`src/rtl/lcd_scan_ctrl.sv`:
```
`default_nettype none
// ============================================================================
//  Module      : lcd_scan_ctrl
//  Description : Display-path sequencer. Selects one of six datapath sources
//                for the board display mux, captures the selected value into
//                a stable register, and scans that value onto an 8-digit
//                multiplexed hex display.
//  Revision    : 1.0 - initial release
// ============================================================================
module lcd_scan_ctrl #(
    parameter int DWELL  = 50_000_000,  // cycles on one source after capture (>=2)
    parameter int SETTLE = 2,           // cycles SLCT is held before capture (>=1)
    parameter int SCAN   = 50_000       // cycles each digit stays enabled (>=1)
) (
    input  logic        CLK,
    input  logic        RST,
    input  logic        AUTO,
    input  logic [4:0]  MAN_SLCT,
    input  logic        HOLD,
    input  logic        STEP,
    input  logic [31:0] RESULT,
    output logic [4:0]  SLCT,
    output logic [2:0]  SLOT,
    output logic [31:0] SHOW,
    output logic        SHOW_VLD,
    output logic [7:0]  DIG_EN,
    output logic [3:0]  NIBBLE
);

    // One counter serves both the settle phase and the dwell phase, so it
    // must be wide enough for the larger of the two terminal counts.
    localparam int c_CNT_MAX  = (DWELL > SETTLE) ? DWELL : SETTLE;
    localparam int c_CNT_W    = $clog2(c_CNT_MAX + 1);
    localparam int c_SCAN_W   = (SCAN > 1) ? $clog2(SCAN) : 1;

    localparam logic [c_CNT_W-1:0]  c_SET_LAST  = c_CNT_W'(SETTLE - 1);
    localparam logic [c_CNT_W-1:0]  c_DWL_LAST  = c_CNT_W'(DWELL - 1);
    localparam logic [c_SCAN_W-1:0] c_SCAN_LAST = c_SCAN_W'(SCAN - 1);

    typedef enum logic [1:0] {
        ST_SEL = 2'd0,
        ST_CAP = 2'd1,
        ST_DWL = 2'd2
    } state_t;

    state_t               r_state;
    state_t               w_state_nxt;
    logic [c_CNT_W-1:0]   r_cnt;
    logic [c_CNT_W-1:0]   w_cnt_nxt;
    logic [2:0]           r_slot;
    logic [2:0]           w_slot_nxt;
    logic [2:0]           w_slot_inc;
    logic [4:0]           r_slct;
    logic [4:0]           w_slct_nxt;
    logic                 r_auto_q;
    logic                 w_auto_tog;
    logic                 w_enter_sel;
    logic                 w_cap;
    logic [31:0]          r_show;
    logic                 r_show_vld;
    logic [c_SCAN_W-1:0]  r_scan_cnt;
    logic [7:0]           r_dig_en;
    logic [3:0]           w_nibble;

    // Slot index to display-mux select code.
    function automatic logic [4:0] slot_code(input logic [2:0] s);
        case (s)
            3'd0:    slot_code = 5'b00000;
            3'd1:    slot_code = 5'b00010;
            3'd2:    slot_code = 5'b00100;
            3'd3:    slot_code = 5'b01000;
            3'd4:    slot_code = 5'b10000;
            3'd5:    slot_code = 5'b01110;
            default: slot_code = 5'b00000;
        endcase
    endfunction

    assign w_auto_tog = (AUTO != r_auto_q);
    assign w_slot_inc = (r_slot == 3'd5) ? 3'd0 : r_slot + 3'd1;

    // Next-state logic: restart events in priority order, then normal sequencing.
    always_comb begin
        w_state_nxt = r_state;
        w_cnt_nxt   = r_cnt + 1'b1;
        w_slot_nxt  = r_slot;
        w_slct_nxt  = r_slct;
        w_enter_sel = 1'b0;
        w_cap       = 1'b0;

        if (w_auto_tog) begin
            w_enter_sel = 1'b1;
        end else if (!AUTO && (MAN_SLCT != r_slct)) begin
            w_enter_sel = 1'b1;
        end else if (AUTO && STEP && (r_state == ST_DWL)) begin
            w_slot_nxt  = w_slot_inc;
            w_enter_sel = 1'b1;
        end else begin
            case (r_state)
                ST_SEL: begin
                    if (r_cnt == c_SET_LAST) begin
                        w_state_nxt = ST_CAP;
                        w_cnt_nxt   = '0;
                    end
                end
                ST_CAP: begin
                    w_cap       = 1'b1;
                    w_state_nxt = ST_DWL;
                    w_cnt_nxt   = '0;
                end
                ST_DWL: begin
                    if (r_cnt == c_DWL_LAST) begin
                        if (AUTO && !HOLD) begin
                            w_slot_nxt = w_slot_inc;
                        end
                        // Always revisit SEL so a held or manual source is re-captured.
                        w_enter_sel = 1'b1;
                    end
                end
                default: begin
                    w_state_nxt = ST_SEL;
                    w_cnt_nxt   = '0;
                end
            endcase
        end

        if (w_enter_sel) begin
            w_state_nxt = ST_SEL;
            w_cnt_nxt   = '0;
            w_slct_nxt  = AUTO ? slot_code(w_slot_nxt) : MAN_SLCT;
        end
    end

    // Sequencer state, select register and capture register.
    always_ff @(posedge CLK) begin
        if (RST) begin
            r_state    <= ST_SEL;
            r_cnt      <= '0;
            r_slot     <= 3'd0;
            r_slct     <= 5'b00000;
            r_show     <= 32'h0;
            r_show_vld <= 1'b0;
            // Track the live mode so leaving reset is not seen as a toggle.
            r_auto_q   <= AUTO;
        end else begin
            r_state    <= w_state_nxt;
            r_cnt      <= w_cnt_nxt;
            r_slot     <= w_slot_nxt;
            r_slct     <= w_slct_nxt;
            r_auto_q   <= AUTO;
            r_show_vld <= w_cap;
            if (w_cap) begin
                r_show <= RESULT;
            end
        end
    end

    // Free-running digit scan, independent of the sequencer.
    always_ff @(posedge CLK) begin
        if (RST) begin
            r_scan_cnt <= '0;
            r_dig_en   <= 8'h01;
        end else if (r_scan_cnt == c_SCAN_LAST) begin
            r_scan_cnt <= '0;
            r_dig_en   <= {r_dig_en[6:0], r_dig_en[7]};
        end else begin
            r_scan_cnt <= r_scan_cnt + 1'b1;
        end
    end

    // Nibble for the enabled digit, straight from the capture register.
    always_comb begin
        w_nibble = 4'h0;
        for (int i = 0; i < 8; i++) begin
            if (r_dig_en[i]) begin
                w_nibble = w_nibble | r_show[4*i +: 4];
            end
        end
    end

    assign SLCT     = r_slct;
    assign SLOT     = r_slot;
    assign SHOW     = r_show;
    assign SHOW_VLD = r_show_vld;
    assign DIG_EN   = r_dig_en;
    assign NIBBLE   = w_nibble;

endmodule
`default_nettype wire

```
`config.mk`:
```
export PLATFORM = sky130hd
export DESIGN_NAME = lcd_scan_ctrl
export DESIGN_NICKNAME = d
export VERILOG_FILES = /design/src/rtl/lcd_scan_ctrl.sv
export SDC_FILE = /design/constraint.sdc
export NUM_CORES = 1
export LEC_CHECK = 0
export BUFFER_PORTS_ARGS = -buffer_cell sky130_fd_sc_hd__buf_4
export CAP_MARGIN = 20
export CORE_MARGIN = 2
export CORE_UTILIZATION = 58
export CTS_CLUSTER_DIAMETER = 80
export DETAILED_ROUTE_END_ITERATION = 12
export PLACE_DENSITY = 0.87
export SLEW_MARGIN = 20
export SYNTH_ARGS = -nofsm -noshare
export SYNTH_HDL_FRONTEND = slang
export SYNTH_SLANG_ARGS = --single-unit
export TNS_END_PERCENT = 50
```
`constraint.sdc`:
```
create_clock -name CLK -period 3.6 [get_ports CLK]
set_input_delay 0.54 -clock CLK [delete_from_list [all_inputs] [get_ports CLK]]
set_output_delay 0.54 -clock CLK [all_outputs]
set_load 0.01 [all_outputs]
```
==> flow_summary.toml <==
[clocking]
cts_tree = "yes"
holdBufCountCts = 0
clockBufferDepth = 2
clock_sinks = 94
cts_setup_buffers = 0
cts_buffers = 9
cts-root-buf = "clkbuf_8"
cts_resized = 0
htree_num_levels = 3
clkLatencyLatePin_ns = 0.36
clkTransAtPathRegs_ns = 0.09

[layout]
diodes = 0
post-route-util_pct = 71.91
fin_nets = 623
regArea_um2 = 1882
multi_input_area_um2 = 2176
drive_gt1_share_pct = 21.13
final_cells = 681
syn2layout_area_growth_pct = 21.97
final_area_um2 = 5132
fillCellCount = 532

[worst_setup_path]
worstPathArrival_ns = 2.54
crit_path_end_kind = "register"
r2r_start = "r_cnt[20]"
required_ns = 3.84
startpoint = "r_cnt[20]"
critPathLaunchType = "register"
crit_type = "reg2reg"
crit_fanout = 26

[logic_synthesis]
synth_edf_count = 0
syn_nets = 544
yosysSeqAreaShare_pct = 44.72
synthFlopType = "dfxtp_1"
syn_avg_cell_area_um2 = 8.432
ys_seq_elements = 94
synth_top_area_share_pct = 44.72
synthTopCellsByArea = "dfxtp_1 (45%), nand2_1 (7.7%), nor2_1 (6.1%)"
synth.distinct_cells = 47
synth.most_common_cell = "dfxtp_1"
yosysWarnings = 0
synth_area_um2 = 4208
async_reset_ff_share_pct = 0
syn_inst = 499
synth_common_cells = "dfxtp_1 (94), nand2_1 (86), nor2_1 (68)"
synth_top_area_cell = "dfxtp_1"

[run_status]
outcome = "finished clean"

[global_routing]
grt_max_degree = 56
track_usage_pct = 25.89
grt_pass1_vias = 3481
grt_pass1_wl_mm = 16.12
grt.overflow.total = 0
antenna_found_initial = 0

[drt]
vias = 3836
viasPerCell = 5.633
wl_per_cell_um = 15.09
routed_wl_mm = 10.28
drc_errors = 0
drtAntennaViolNets = 0
drtPass1Iterations = 6
drt_iter0_drc = 189

[sta]
clock_skew_ns = 0.01173
period_minus_slack_ns = 2.305
fin_crit_sh_pct = 64.03
fin_ws_ns = 1.295
hold_viol_final = 0
fmax_ghz = 0.4338
slew_viol_final = 0
whs_ns = 0.3684
rsz0062_at_grt = "false"
setup_viol = 0
worst_slew_pin_slew_ns = 0.6260
relSlewSlack_pct = 58.14
fin_setup_tns_ns = 0

[floorplanning]
die_h_um = 89.18
dieArea_um2 = 7952
start_util_pct = 58.96
pin_count = 95
rows = 31
coreArea_um2 = 7137
dieWidth_um = 89.18

[placed_design]
preCtsSetupSlack_ns = 1.010
place_congestion = 0.8901
dpl-instance-area_um2 = 4928
dpl.cell_count = 666
dpl.hpwl_mm = 7.208
port_buffers = 94

[power]
power_density_nw_per_um2 = 369.4
totalPowerFinal_mw = 1.896
vdd_ir_drop_max_mv = 0.2824
leakagePower_nw = 1.946

[flow_run]
drv_cap = 0

[hold_path]
hp-start = "AUTO"
hp-class = "in2reg"
## per-layer routing
layer  share of wire, %  up-vias  routed length [um]  track usage, %
met4                3.4        0                 348           13.98
met5                  0        -                   0               0
met1                 40     1793                4139           31.83
met2                 50      150                5156           42.63
li1                   -     1857                   -               -
met3                6.1       36                 630           5.263
## cell usage in the layout, fill, tap and decap left out, types with 4 or more instances in the layout
cell / count
xor2_1: 23
dfxtp_1: 94
a21oi_1: 36
a22oi_1: 16
nor2_1: 68
nor4b_1: 4
nor3_1: 7
nand2_1: 86
nand3b_1: 4
nor4_1: 7
nor2_4: 8
clkbuf_8: 9
mux2i_1: 11
inv_1: 5
nand4_1: 14
nand3_1: 15
and3_1: 8
xnor2_1: 23
buf_4: 97
## state kept, by name, indices dropped and copies added (netlist names)
register	count
r_auto_q	1
r_cnt	26
r_state	2
SHOW_VLD	1
SLOT	3
r_scan_cnt	16
SHOW	32
SLCT	5
DIG_EN	8
## worst max-delay path: stages (launching register included)
cell	delay, ns
dfxtp_1	0.44
nand4_1	0.22
or3_1	0.43
o21a_1	0.24
nand2_2	0.23
or4_1	0.15
buf_4	0.37
nor2_1	0.10
## path summary, 6_finish.rpt
| path | endpoint | slack (ns) | depth (start not counted) |
|---|---|---|---|
| max | r_cnt[6] | 1.29 | 7 |
| min | r_auto_q | 0.37 | 1 |
| max reg2reg | r_cnt[6] | 1.29 | 7 |
| min reg2reg | r_scan_cnt[0] | 0.47 | 1 |
## kinds of logic (layout without fill, tap and decap cells)
kind of cell,count (synthesis),after routing,share of synthesized area [%]
AND/OR/NAND/NOR,243,243,28.16
XOR/XNOR,46,46,9.575
flip-flops,94,94,44.72
adder cells (fa/ha/maj),3,3,0.8922
buffers and inverters,34,117,3.568
multiplexers,11,11,2.617
AO/OA/AOI/OAI,68,68,10.47
## layout make-up
cell class	count	share of cell area, %
inverter	5	0.3657
timing repair buffer	97	14.19
sequential	94	36.66
tap	99	2.413
multi-input combinational	371	42.39
clock buffer	11	2.560
clock inverter	4	1.414
## where the power goes
group / switching, mW / internal [mW] / leakage [nW]
logic: 0.0471 / 0.0495 / 1.09
clock network: 0.358 / 0.387 / 0.0994
registers: 0.00759 / 1.05 / 0.759
(Power assumes the default switching activity.)
